### src/rtl/fetch_pc_gen_pkg.sv
`default_nettype none
// ============================================================================
// Module   : fetch_pc_gen_pkg
// Purpose  : Shared types and constants for the IF-stage fetch-PC generator.
// Revision : 1.0  initial release
// ============================================================================
package fetch_pc_gen_pkg;

   typedef logic [31:0] virt_t;

   typedef struct packed {
      logic  valid;
      virt_t data;
   } ras_t;

   typedef enum logic [2:0] {
      PD_NONE     = 3'd0,
      PD_BRANCH   = 3'd1,
      PD_JUMP     = 3'd2,
      PD_CALL_DIR = 3'd3,
      PD_CALL_IND = 3'd4,
      PD_RET      = 3'd5
   } pd_kind_t;

   typedef enum logic [0:0] {
      ST_RUN     = 1'b0,
      ST_WAIT_DS = 1'b1
   } fetch_state_t;

   localparam virt_t       DEF_RESET_PC = 32'hBFC0_0000;
   localparam int unsigned MAX_OUTST    = 2;
   localparam virt_t       INSN_BYTES   = 32'd4;

endpackage
`default_nettype wire

### src/rtl/fetch_pc_gen_if.sv
`default_nettype none
// ============================================================================
// Module   : fetch_pc_gen_if
// Purpose  : Fetch request/response, predecode, redirect and RAS signal bundle.
// Revision : 1.0  initial release
// ============================================================================
interface fetch_pc_gen_if;
   import fetch_pc_gen_pkg::*;

   logic     fetch_req;
   virt_t    fetch_addr;
   logic     fetch_addr_ok;
   logic     resp_valid;
   virt_t    resp_pc;
   logic     resp_kill;
   pd_kind_t pd_kind;
   virt_t    pd_target;
   logic     redirect_valid;
   virt_t    redirect_pc;
   ras_t     ras_top;
   logic     push_req;
   logic     pop_req;
   virt_t    push_data;
   logic     ras_flush;

   modport master (
      output fetch_req, fetch_addr, resp_pc, resp_kill,
             push_req, pop_req, push_data, ras_flush,
      input  fetch_addr_ok, resp_valid, pd_kind, pd_target,
             redirect_valid, redirect_pc, ras_top
   );

   modport slave (
      input  fetch_req, fetch_addr, resp_pc, resp_kill,
             push_req, pop_req, push_data, ras_flush,
      output fetch_addr_ok, resp_valid, pd_kind, pd_target,
             redirect_valid, redirect_pc, ras_top
   );

endinterface
`default_nettype wire

### src/rtl/fetch_pc_fifo.sv
`default_nettype none
// ============================================================================
// Module   : fetch_pc_fifo
// Purpose  : Two-entry FIFO of accepted fetch PCs; its count is the number of
//            outstanding fetches.
// Revision : 1.0  initial release
// ============================================================================
module fetch_pc_fifo
   import fetch_pc_gen_pkg::*;
(
   input  logic       clk,
   input  logic       reset,
   input  logic       push_i,
   input  virt_t      push_pc_i,
   input  logic       pop_i,
   output virt_t      head_pc_o,
   output logic [1:0] count_o
);

   virt_t      mem_q [2];
   logic       rd_ptr_q;
   logic       wr_ptr_q;
   logic [1:0] count_q;

   logic w_do_pop;
   logic w_do_push;

   assign w_do_pop  = pop_i && (count_q != 2'd0);
   assign w_do_push = push_i && ((count_q != 2'd2) || w_do_pop);

   always_ff @(posedge clk or posedge reset) begin
      if (reset) begin
         for (int i = 0; i < 2; i++) begin
            mem_q[i] <= '0;
         end
         rd_ptr_q <= 1'b0;
         wr_ptr_q <= 1'b0;
         count_q  <= 2'd0;
      end else begin
         if (w_do_push) begin
            mem_q[wr_ptr_q] <= push_pc_i;
            wr_ptr_q        <= ~wr_ptr_q;
         end
         if (w_do_pop) begin
            rd_ptr_q <= ~rd_ptr_q;
         end
         count_q <= count_q + {1'b0, w_do_push} - {1'b0, w_do_pop};
      end
   end

   assign head_pc_o = mem_q[rd_ptr_q];
   assign count_o   = count_q;

endmodule
`default_nettype wire

### src/rtl/fetch_pc_gen.sv
`default_nettype none
// ============================================================================
// Module   : fetch_pc_gen
// Purpose  : IF-stage fetch-PC generator with delay-slot aware jump/call/return
//            prediction driven by predecode and the return-address stack.
// Revision : 1.0  initial release
// ============================================================================
module fetch_pc_gen
   import fetch_pc_gen_pkg::*;
#(
   parameter virt_t RESET_PC = DEF_RESET_PC
)
(
   input  logic           clk,
   input  logic           reset,
   fetch_pc_gen_if.master fetch_if
);

   fetch_state_t state_q, state_d;
   virt_t        pc_q, pc_d;
   virt_t        tgt_q, tgt_d;
   logic [1:0]   discard_q, discard_d;
   logic         ds_skip_q, ds_skip_d;

   virt_t        head_pc;
   logic [1:0]   outst;

   logic         w_accept;
   logic         w_resp_ok;
   logic         w_consume_ds;
   logic         w_live;
   logic         w_push;
   logic         w_pop;
   logic         w_take;
   virt_t        w_take_tgt;
   logic         w_after_ds;
   logic         w_fetch_req;

   fetch_pc_fifo u_pc_fifo (
      .clk       (clk),
      .reset     (reset),
      .push_i    (w_accept),
      .push_pc_i (pc_q),
      .pop_i     (fetch_if.resp_valid),
      .head_pc_o (head_pc),
      .count_o   (outst)
   );

   // ds_skip_q marks that the next surviving response is the delay slot of a
   // taken redirect; its predecode is ignored wherever it lands in time.
   assign w_resp_ok    = fetch_if.resp_valid && (discard_q == 2'd0) && !fetch_if.redirect_valid;
   assign w_consume_ds = w_resp_ok && ds_skip_q;
   assign w_live       = w_resp_ok && !ds_skip_q && (state_q == ST_RUN);
   assign w_after_ds   = (pc_q == head_pc + 32'd8);

   always_comb begin
      w_push     = 1'b0;
      w_pop      = 1'b0;
      w_take     = 1'b0;
      w_take_tgt = fetch_if.pd_target;
      if (w_live) begin
         unique case (fetch_if.pd_kind)
            PD_CALL_DIR: begin
               w_push = 1'b1;
               w_take = 1'b1;
            end
            PD_CALL_IND: w_push = 1'b1;
            PD_JUMP:     w_take = 1'b1;
            PD_RET: begin
               w_pop      = 1'b1;
               w_take     = fetch_if.ras_top.valid;
               w_take_tgt = fetch_if.ras_top.data;
            end
            default: ;
         endcase
      end
   end

   // With the delay slot already requested, P+8 is held back so the wrong-path
   // word is never accepted and the in-order discard count stays exact.
   assign w_fetch_req = !reset && !fetch_if.redirect_valid && !(w_take && w_after_ds) &&
                        ((outst < 2'(MAX_OUTST)) || fetch_if.resp_valid);
   assign w_accept    = w_fetch_req && fetch_if.fetch_addr_ok;

   always_comb begin
      state_d   = state_q;
      pc_d      = pc_q;
      tgt_d     = tgt_q;
      discard_d = discard_q;
      ds_skip_d = ds_skip_q;

      if (fetch_if.resp_valid && (discard_q != 2'd0)) begin
         discard_d = discard_q - 2'd1;
      end
      if (w_accept) begin
         pc_d = pc_q + INSN_BYTES;
         if (state_q == ST_WAIT_DS) begin
            pc_d    = tgt_q;
            state_d = ST_RUN;
         end
      end
      if (w_consume_ds) begin
         ds_skip_d = 1'b0;
      end
      if (w_take) begin
         ds_skip_d = 1'b1;
         if (w_after_ds || w_accept) begin
            pc_d = w_take_tgt;
         end else begin
            state_d = ST_WAIT_DS;
            tgt_d   = w_take_tgt;
         end
      end
      if (fetch_if.redirect_valid) begin
         pc_d      = fetch_if.redirect_pc;
         state_d   = ST_RUN;
         ds_skip_d = 1'b0;
         discard_d = outst - {1'b0, fetch_if.resp_valid};
      end
   end

   always_ff @(posedge clk or posedge reset) begin
      if (reset) begin
         state_q   <= ST_RUN;
         pc_q      <= RESET_PC;
         tgt_q     <= '0;
         discard_q <= 2'd0;
         ds_skip_q <= 1'b0;
      end else begin
         state_q   <= state_d;
         pc_q      <= pc_d;
         tgt_q     <= tgt_d;
         discard_q <= discard_d;
         ds_skip_q <= ds_skip_d;
      end
   end

   assign fetch_if.fetch_req  = w_fetch_req;
   assign fetch_if.fetch_addr = pc_q;
   assign fetch_if.resp_pc    = head_pc;
   assign fetch_if.resp_kill  = fetch_if.resp_valid && (discard_q != 2'd0);
   assign fetch_if.push_req   = w_push;
   assign fetch_if.pop_req    = w_pop;
   assign fetch_if.push_data  = w_push ? (head_pc + 32'd8) : '0;
   assign fetch_if.ras_flush  = fetch_if.redirect_valid;

   a_take_pc_known: assert property (@(posedge clk) disable iff (reset)
      w_take |-> ((pc_q == head_pc + INSN_BYTES) || w_after_ds));
   a_resp_has_outst: assert property (@(posedge clk) disable iff (reset)
      fetch_if.resp_valid |-> (outst != 2'd0));

endmodule
`default_nettype wire

### src/flat_wrapper.sv
// flat-port wrapper written by rule: the top's interface ports become plain ports
module fetch_pc_gen_flat import fetch_pc_gen_pkg::*;
#(
   parameter virt_t RESET_PC = DEF_RESET_PC
)
  (clk, reset, fetch_if_fetch_req, fetch_if_fetch_addr, fetch_if_resp_pc, fetch_if_resp_kill, fetch_if_push_req, fetch_if_pop_req, fetch_if_push_data, fetch_if_ras_flush, fetch_if_fetch_addr_ok, fetch_if_resp_valid, fetch_if_pd_kind, fetch_if_pd_target, fetch_if_redirect_valid, fetch_if_redirect_pc, fetch_if_ras_top);
  fetch_pc_gen_if fetch_if_i ();
  input  logic clk;
  input  logic reset;
  output wire logic [$bits(fetch_if_i.fetch_req)-1:0] fetch_if_fetch_req;
  output wire logic [$bits(fetch_if_i.fetch_addr)-1:0] fetch_if_fetch_addr;
  output wire logic [$bits(fetch_if_i.resp_pc)-1:0] fetch_if_resp_pc;
  output wire logic [$bits(fetch_if_i.resp_kill)-1:0] fetch_if_resp_kill;
  output wire logic [$bits(fetch_if_i.push_req)-1:0] fetch_if_push_req;
  output wire logic [$bits(fetch_if_i.pop_req)-1:0] fetch_if_pop_req;
  output wire logic [$bits(fetch_if_i.push_data)-1:0] fetch_if_push_data;
  output wire logic [$bits(fetch_if_i.ras_flush)-1:0] fetch_if_ras_flush;
  input wire logic [$bits(fetch_if_i.fetch_addr_ok)-1:0] fetch_if_fetch_addr_ok;
  input wire logic [$bits(fetch_if_i.resp_valid)-1:0] fetch_if_resp_valid;
  input wire logic [$bits(fetch_if_i.pd_kind)-1:0] fetch_if_pd_kind;
  input wire logic [$bits(fetch_if_i.pd_target)-1:0] fetch_if_pd_target;
  input wire logic [$bits(fetch_if_i.redirect_valid)-1:0] fetch_if_redirect_valid;
  input wire logic [$bits(fetch_if_i.redirect_pc)-1:0] fetch_if_redirect_pc;
  input wire logic [$bits(fetch_if_i.ras_top)-1:0] fetch_if_ras_top;
  assign fetch_if_fetch_req = fetch_if_i.fetch_req;
  assign fetch_if_fetch_addr = fetch_if_i.fetch_addr;
  assign fetch_if_resp_pc = fetch_if_i.resp_pc;
  assign fetch_if_resp_kill = fetch_if_i.resp_kill;
  assign fetch_if_push_req = fetch_if_i.push_req;
  assign fetch_if_pop_req = fetch_if_i.pop_req;
  assign fetch_if_push_data = fetch_if_i.push_data;
  assign fetch_if_ras_flush = fetch_if_i.ras_flush;
  assign fetch_if_i.fetch_addr_ok = fetch_if_fetch_addr_ok;
  assign fetch_if_i.resp_valid = fetch_if_resp_valid;
  assign fetch_if_i.pd_kind = fetch_if_pd_kind;
  assign fetch_if_i.pd_target = fetch_if_pd_target;
  assign fetch_if_i.redirect_valid = fetch_if_redirect_valid;
  assign fetch_if_i.redirect_pc = fetch_if_redirect_pc;
  assign fetch_if_i.ras_top = fetch_if_ras_top;
  fetch_pc_gen #(.RESET_PC(RESET_PC)) u_core (.clk(clk), .reset(reset), .fetch_if(fetch_if_i));
endmodule
### config.mk
export PLATFORM = sky130hd
export DESIGN_NAME = fetch_pc_gen_flat
export DESIGN_NICKNAME = d
export VERILOG_FILES = /design/src/rtl/fetch_pc_gen_pkg.sv /design/src/rtl/fetch_pc_gen_if.sv /design/src/rtl/fetch_pc_fifo.sv /design/src/rtl/fetch_pc_gen.sv /design/src/flat_wrapper.sv
export SDC_FILE = /design/constraint.sdc
export NUM_CORES = 1
export LEC_CHECK = 0
export ABC_AREA = 0
export BUFFER_PORTS_ARGS = -buffer_cell sky130_fd_sc_hd__buf_4
export CORE_ASPECT_RATIO = 0.5
export CORE_UTILIZATION = 40
export DETAILED_ROUTE_END_ITERATION = 7
export GPL_TIMING_DRIVEN = 0
export SLEW_MARGIN = 20
export SYNTH_ARGS = -nofsm -noshare
export SYNTH_HDL_FRONTEND = slang
export SYNTH_HIERARCHICAL = 1
export SYNTH_SLANG_ARGS = --single-unit
### constraint.sdc
create_clock -name clk -period 10.5 [get_ports clk]
set_input_delay 0.525 -clock clk [delete_from_list [all_inputs] [get_ports clk]]
set_output_delay 0.525 -clock clk [all_outputs]
set_load 0.01 [all_outputs]
==> summary.md, run 1 <==
| Metric | Value |
|---|---|
| Number of buffers added on ports | slightly above 200 |
| Vias per inst | 5.77 |
| Remaining DRCs | 4 |
| Setup_tns | 0 ps |
| Crit Path Max Fanout | 12 |
| Most common cell in the netlist | dfrtp_1 |
| Clock Skew | 14.3 ps |
| Status | finished, violations left |
| Crit path capture type | flip-flop |
| Share of cells above drive strength 1 | 33.9% |
| Pin count of the biggest net entering global routing | 46 |
| Share of the synthesized area in the top cell type | 34.1% |
| CORE AREA | 22,800 µm² |
| WHS | 75.6 ps |
| Vias in the first global route | 8,520 |
| R2r setup slk | 4210 ps |
| Fillers | between 2,000 and 2,500 |
| CTS Root Cell | clkbuf_16 |
| Post-layout min period | around 6300 ps |
| Routed Antenna Nets | 0 |
| Worst EP arrival | between 6000 and 7000 ps |
| Initial antenna violation count | 1 |
| RSZ-0062 raised after global routing | no |
| Main synth FF type | dfrtp_1 |
| First-pass GRT wire length | 51.9 mm |
| I/O pin cnt | 206 |
| Final-report setup violation count | 0 |
| Nets | between 1,000 and 1,500 |
| Post-synth EDFFs | 0 |
| Commonest cells in the netlist | 127 x dfrtp_1, 110 x mux2_2, 76 x nor2_1 |
| Register area share after synthesis | between 30% and 40% |
| Global Route Usage Sum | 29.8% |
| Slew Limit Fails | 0 |
| Post-CTS Resized | 0 |
| Synthesized Nets | 1,088 |
| Post-CTS Setup Bufs | 0 |
| Initial DRC count | about 730 |
| Max Cap Viol | 0 |
| Die area | around 24,000 µm² |
| CP required | 10,820 ps |
| CP startpoint kind | flip-flop |
| FF+latch count, synth | 136 |
| Pwr Density | about 250 nW/µm² |
| Worst-skew pair later-pin latency | about 450 ps |
| Post-synthesis cell area | 9320 µm² |
| P_leak | 5.06 nW |
| CTS tree | built |
| Fmax | 159 MHz |
| CP Class | flip-flop to flip-flop |
| Largest area contributor in the netlist | dfrtp_1 |
| CTS Sinks | 136 |
| Final wirelength | 35.1 mm |
| Hold-fix buffers at CTS | 0 |
| Actual slew at the worst max-slew pin | 1190 ps |
| Yosys cell types | 74 |
| Fin util | a little over half |
| TritonCTS buffer count | 17 |
| Syn Inst Count | 977 |
| Clk slew on worst S/H paths | 60 ps |
| Initial Utilization | about two fifths |
| Cell row count | 39 |
| Die height | 110 µm |
| Wirelength per Cell | 23.0 µm |
| Final period util | 59.9% |
| CTS Buffer Depth | 2 |
| Placer Congestion | roughly 0.94 |
| Area Overhead vs Synth | 27.9% |
| Congestion Overflow GR | 0 |
| Die Wd | around 220 µm |
| Failing checks | design-rule violations |
| CTS H-Tree Depth | 4 |
| Worst Hold Class | input pin to asynchronous set/reset pin |
| YS warnings | 6 |
| Detailed Place HPWL | 26.5 mm |
| Vias post-DR | roughly 8,800 |
| Fraction of registers with async set/reset | 100% |
| Mean Syn Cell Area | 9.54 µm² |
| TritonRoute pass-1 iters | 7 |
| Relative slew slack | 19.9% |
| Max VDD drop | 136 µV |
| Final hold viol count | 0 |
| Top cells by area, synth | dfrtp_1 34%, mux2_2 13%, mux2_1 3.4% |
==> cell families after synthesis <==
kind of cell / count (synthesis) / synth area share [%]
AO/OA/AOI/OAI: 173 / 12.1
XOR/XNOR: 63 / 6.67
adder cells (fa/ha/maj): 6 / 0.805
buffers and inverters: 96 / 4.64
flip-flops: 136 / 36.6
multiplexers: 161 / 19.7
AND/OR/NAND/NOR: 342 / 19.5
==> final timing paths <==
kind,start,to,cells past startpoint
worst min-delay path,reset,u_core/fetch_if.fetch_addr[2]$_DFF_PP0_,2
max in group asynchronous,reset,u_core/fetch_if.fetch_addr[31]$_DFF_PP1_,3
worst min register to register,u_core/u_pc_fifo/mem_q[32]$_DFFE_PP0P_,u_core/u_pc_fifo/mem_q[32]$_DFFE_PP0P_,1
min in group clk,fetch_if_redirect_pc[23],u_core/fetch_if.fetch_addr[23]$_DFF_PP1_,3
worst max-delay path,u_core/u_pc_fifo/rd_ptr_q$_DFFE_PP0P_,u_core/u_pc_fifo/mem_q[23]$_DFFE_PP0P_,18
worst max register to register,u_core/u_pc_fifo/rd_ptr_q$_DFFE_PP0P_,u_core/u_pc_fifo/mem_q[23]$_DFFE_PP0P_,18
==> metrics by stage <==
| step | cell area [µm²] | cells | total power [mW] | setup slack (ps) |
|---|---|---|---|---|
| global route | 11900 | 1523 | 3.10 | 3960 |
| global placement | 11200 | 1489 | 2.24 | 4430 |
| finish | 11900 | 1524 | 2.93 | 4210 |
| detailed placement | 11300 | 1491 | 2.27 | 4400 |
| floorplan | 9320 | 977 | 1.77 | 5870 |
| CTS | 11900 | 1523 | 2.93 | 4350 |
==> placed cells by master, fill, tap and decap left out, drive strengths merged, types with 14 or more instances in the layout <==
| cell | count |
|---|---|
| dfrtp | 127 |
| nand2 | 74 |
| nand2b | 26 |
| inv | 24 |
| o21ai | 55 |
| clkbuf | 60 |
| xor2 | 26 |
| mux2 | 148 |
| a21oi | 23 |
| buf | 240 |
| a31oi | 17 |
| nand3 | 31 |
| and2 | 14 |
| nand4 | 19 |
| nor3 | 18 |
| nor4 | 19 |
| xnor2 | 32 |
| nor2 | 76 |
==> final cells by class <==
class,instances,area (µm²),share of cell area [%]
plain buffers,73,347,2.91
inverters,23,91.3,0.766
clock buffers,20,447,3.75
flip-flops and latches,136,3410,28.6
repair buffers,207,1590,13.3
well taps,307,384,3.22
multi-input cells,745,5470,45.9
diodes,1,2.50,0.0210
clock inverters,12,174,1.46
==> power breakdown <==
group | leakage, nW | switching [mW] | internal [mW] | total [mW]
Sequential | 1.61 | 0.136 | 0.727 | 0.864
Combinational | 3.14 | 0.754 | 0.666 | 1.42
Clock | 0.304 | 0.246 | 0.403 | 0.649
==> worst max-delay path, stage by stage (launching register included) <==
cell and delay, ps:
dfrtp_1 320, clkbuf_1 420, buf_2 400, mux2_2 470, nand3_1 210, clkbuf_1 440, nor3_1 270, a2111oi_0 820
nand4_1 180, nor4_1 590, nand3_1 330, o21ai_1 300, buf_4 240, inv_2 170, nand2_1 220, nor2_1 100
buf_6 170, buf_6 170, mux2_4 310
==> layer usage <==
metal / vias to the layer above / part of all wire (%) / global-route usage [%] / routed length (µm)
met2: 370 / 44 / 45.2 / 15600
met5: - / 0 / 0 / 0
met4: 0 / 1.6 / 9.59 / 562
li1: 3993 / - / - / -
met1: 4397 / 48 / 43.0 / 16700
met3: 39 / 6.3 / 5.06 / 2230
==> sequential cells by signal, summed over array words and instances (netlist names) <==
| signal | count |
|---|---|
| u_core/u_pc_fifo/count_o | 2 |
| u_core/state_q | 1 |
| u_core/fetch_if.fetch_addr | 32 |
| u_core/u_pc_fifo/mem_q | 64 |
| u_core/u_pc_fifo/rd_ptr_q | 1 |
| u_core/ds_skip_q | 1 |
| u_core/tgt_q | 32 |
| u_core/u_pc_fifo/wr_ptr_q | 1 |
| u_core/discard_q | 2 |
No activity file was read; power rests on OpenSTA's default activity.
==> run 2: changes to the inputs <==
clock period = 6.4 ns   (was 10.5 ns; I/O delays follow)
==> run 2 against run 1 <==
Against the previous run: the flow still finishes with violations (design-rule violations); sequential share of layout area is essentially flat; cell area is essentially flat; clock skew shrank 2.6 ps; critical path depth is the same; via count grew 0.31%; worst hold slack gained 27 ps; power grew 64%; critical path type unchanged; largest power group unchanged.
==> summary.md, run 2 (synthesis results as in run 1) <==
| Metric | Value |
|---|---|
| I/O pin cnt | 206 |
| CP startpoint kind | flip-flop |
| Reg-to-Reg Start | u_core/u_pc_fifo/rd_ptr_q$_DFFE_PP0P_ |
| Fin util | 52.2% |
| Initial Utilization | between 40% and 50% |
| Placer Congestion | 0.936 |
| CP Class | flip-flop to flip-flop |
| Slew Limit Fails | 0 |
| Final-report setup violation count | 0 |
| Final wirelength | 35.1 mm |
| Crit-path max cell delay | 640 ps |
| Biggest register | u_core/u_pc_fifo/mem_q |
| Actual slew at the worst max-slew pin | 1140 ps |
| Worst EP arrival | 6460 ps |
| R2r setup slk | approximately 270 ps |
| Pwr Density | just over 400 nW/µm² |
| Crit Path Max Fanout | 12 |
| Fmax | 163 MHz |
| CP required | 6720 ps |
| Die Wd | 218 µm |
| First-pass GRT wire length | 51.9 mm |
| Relative slew slack | 23.2% |
| Worst-skew pair later-pin latency | between 400 and 500 ps |
| Total Power Consumption | 4.82 mW |
| TritonCTS buffer count | 17 |
| Commonest non-fill, non-tap cell in the layout | buf_4 |
| Setup_tns | 0 ps |
| CTS tree | built |
| FF-to-FF path depth | 18 |
| Post-layout min period | around 6000 ps |
| Max Cap Viol | 0 |
| Detailed Place HPWL | approximately 26 mm |
| Fillers | between 2,000 and 2,500 |
| Post-CTS Setup Bufs | 0 |
| Final period util | around 96% |
| Congestion Overflow GR | 0 |
| Area Overhead vs Synth | 28.0% |
| Vias in the first global route | 8,530 |
| Combined area of the multi-input logic cells | 5480 µm² |
| Vias per inst | 5.79 |
| RSZ-0062 raised after global routing | no |
| TritonRoute pass-1 iters | 7 |
| Clock Skew | 11.7 ps |
| Wirelength per Cell | between 20 and 25 µm |
| FF-to-FF End | u_core/u_pc_fifo/mem_q[23]$_DFFE_PP0P_ |
| Cell row count | 39 |
| Number of buffers added on ports | 205 |
| Hold Path Depth | 3 |
| HP Start | fetch_if_redirect_pc[2] |
| Storage element area | 3410 µm² |
| CTS Sinks | 136 |
| Global Route Usage Sum | 29.8% |
| Max reg flops | 64 |
| P_leak | about 5.1 nW |
| CTS H-Tree Depth | 4 |
| Die area | between 20,000 and 25,000 µm² |
| Critical path buffers and inverters | 7 |
| Nets | between 1,000 and 1,500 |
| Pin count of the biggest net entering global routing | 46 |
| Final hold viol count | 0 |
| Remaining DRCs | 4 |
| Initial DRC count | 734 |
| Critical-path top delay cell | a2111oi_1 |
| Crit path capture type | flip-flop |
| CP top delay family | buffers and inverters |
| Most frequent cells in the layout | 212 x buf_4, 127 x dfrtp_1, 110 x mux2_2 |
| CTS Buffer Depth | 2 |
| Initial antenna violation count | 1 |
| Max VDD drop | 224 µV |
| Crit-path cells | clkbuf_1 > buf_2 > mux2_2 > nand3_1 > clkbuf_1 > nor3_1 > a2111oi_1 > nand4_1 > nor4_1 > nand3_1 > o21ai_1 > buf_4 > inv_2 > nand2_1 > nor2_1 > buf_6 > buf_6 > mux2_4 |
| Status | finished, violations left |
| Routed Antenna Nets | 0 |
| Worst hold endpoint | u_core/fetch_if.fetch_addr[2]$_DFF_PP0_ |
| Failing checks | design-rule violations |
| Worst Hold Class | input pin to flip-flop |
| CTS Root Cell | clkbuf_16 |
| CORE AREA | approximately 23,000 µm² |
| Die height | 110 µm |
| Share of cells above drive strength 1 | 33.9% |
| Clk slew on worst S/H paths | 60 ps |
| Vias post-DR | 8,826 |
[run 2: cell types whose count changed in the layout (fill, tap and decap cells not counted)]
cell / change
a2111oi_0: -1
a2111oi_1: +1
dlygate4sd3_1: +1
[run 2: worst max path at each step]
stage | from | slack, ps | cells past startpoint | end
after floorplan | u_core/u_pc_fifo/rd_ptr_q$_DFFE_PP0P_ | 1770 | 17 | u_core/u_pc_fifo/mem_q[19]$_DFFE_PP0P_
after global placement | u_core/u_pc_fifo/rd_ptr_q$_DFFE_PP0P_ | 330 | 18 | u_core/u_pc_fifo/mem_q[28]$_DFFE_PP0P_
after detailed placement | u_core/u_pc_fifo/rd_ptr_q$_DFFE_PP0P_ | 300 | 18 | u_core/u_pc_fifo/mem_q[23]$_DFFE_PP0P_
after CTS | u_core/u_pc_fifo/rd_ptr_q$_DFFE_PP0P_ | 250 | 18 | u_core/u_pc_fifo/mem_q[23]$_DFFE_PP0P_
after global routing | u_core/u_pc_fifo/rd_ptr_q$_DFFE_PP0P_ | 30 | 18 | u_core/u_pc_fifo/mem_q[28]$_DFFE_PP0P_
final | u_core/u_pc_fifo/rd_ptr_q$_DFFE_PP0P_ | 270 | 18 | u_core/u_pc_fifo/mem_q[23]$_DFFE_PP0P_
[run 2: stage by stage]
step / cell area (µm²) / setup WS [ps] / std cells / hold WS (ps)
3_5_place_dp: 11300 / 304 / 1491 / 342
6_report: 11900 / 268 / 1525 / 103
3_3_place_gp: 11200 / 330 / 1489 / 464
2_1_floorplan: 9320 / 1770 / 977 / 441
5_1_grt: 11900 / 26.6 / 1524 / 76.2
4_1_cts: 11900 / 250 / 1524 / 83.4
[run 2: power by group]
part | internal [mW] | total (mW) | switching [mW]
logic | 1.09 | 2.33 | 1.24
registers | 1.19 | 1.42 | 0.224
clock network | 0.661 | 1.06 | 0.404
total | 2.95 | 4.82 | 1.87
[run 2: layout make-up]
type                       count  share of cell area (%)
buffer                        73                    2.90
clock buffer                  20                    3.74
timing repair buffer         208                    13.4
tap                          307                    3.22
antenna                        1                  0.0210
multi-input combinational    745                    45.9
inverter                      23                   0.766
sequential                   136                    28.6
clock inverter                12                    1.46
[run 2: timing repair]
action,4_1_cts,5_1_grt
resized for setup,0,1
setup endpoints to repair,0,47
hold buffers,1,0
hold endpoints to repair,49,0
[run 2: metal layers]
metal,global-route usage [%],part of all wire [%],up-vias
li1,-,-,3997
met1,43.0,47,4416
met2,45.2,44,374
met3,5.06,6.7,39
met4,9.59,1.6,0
met5,0,0,-
[run 2: worst reg2reg max path, delay by kind of cell (launching register included)]
family                 cells  cell delay [ps]
muxes                      2              780
and+or+nand+nor            7             1910
buffers and inverters      7             2050
DFF                        1              320
AOI/OAI and AO/OA          2              960
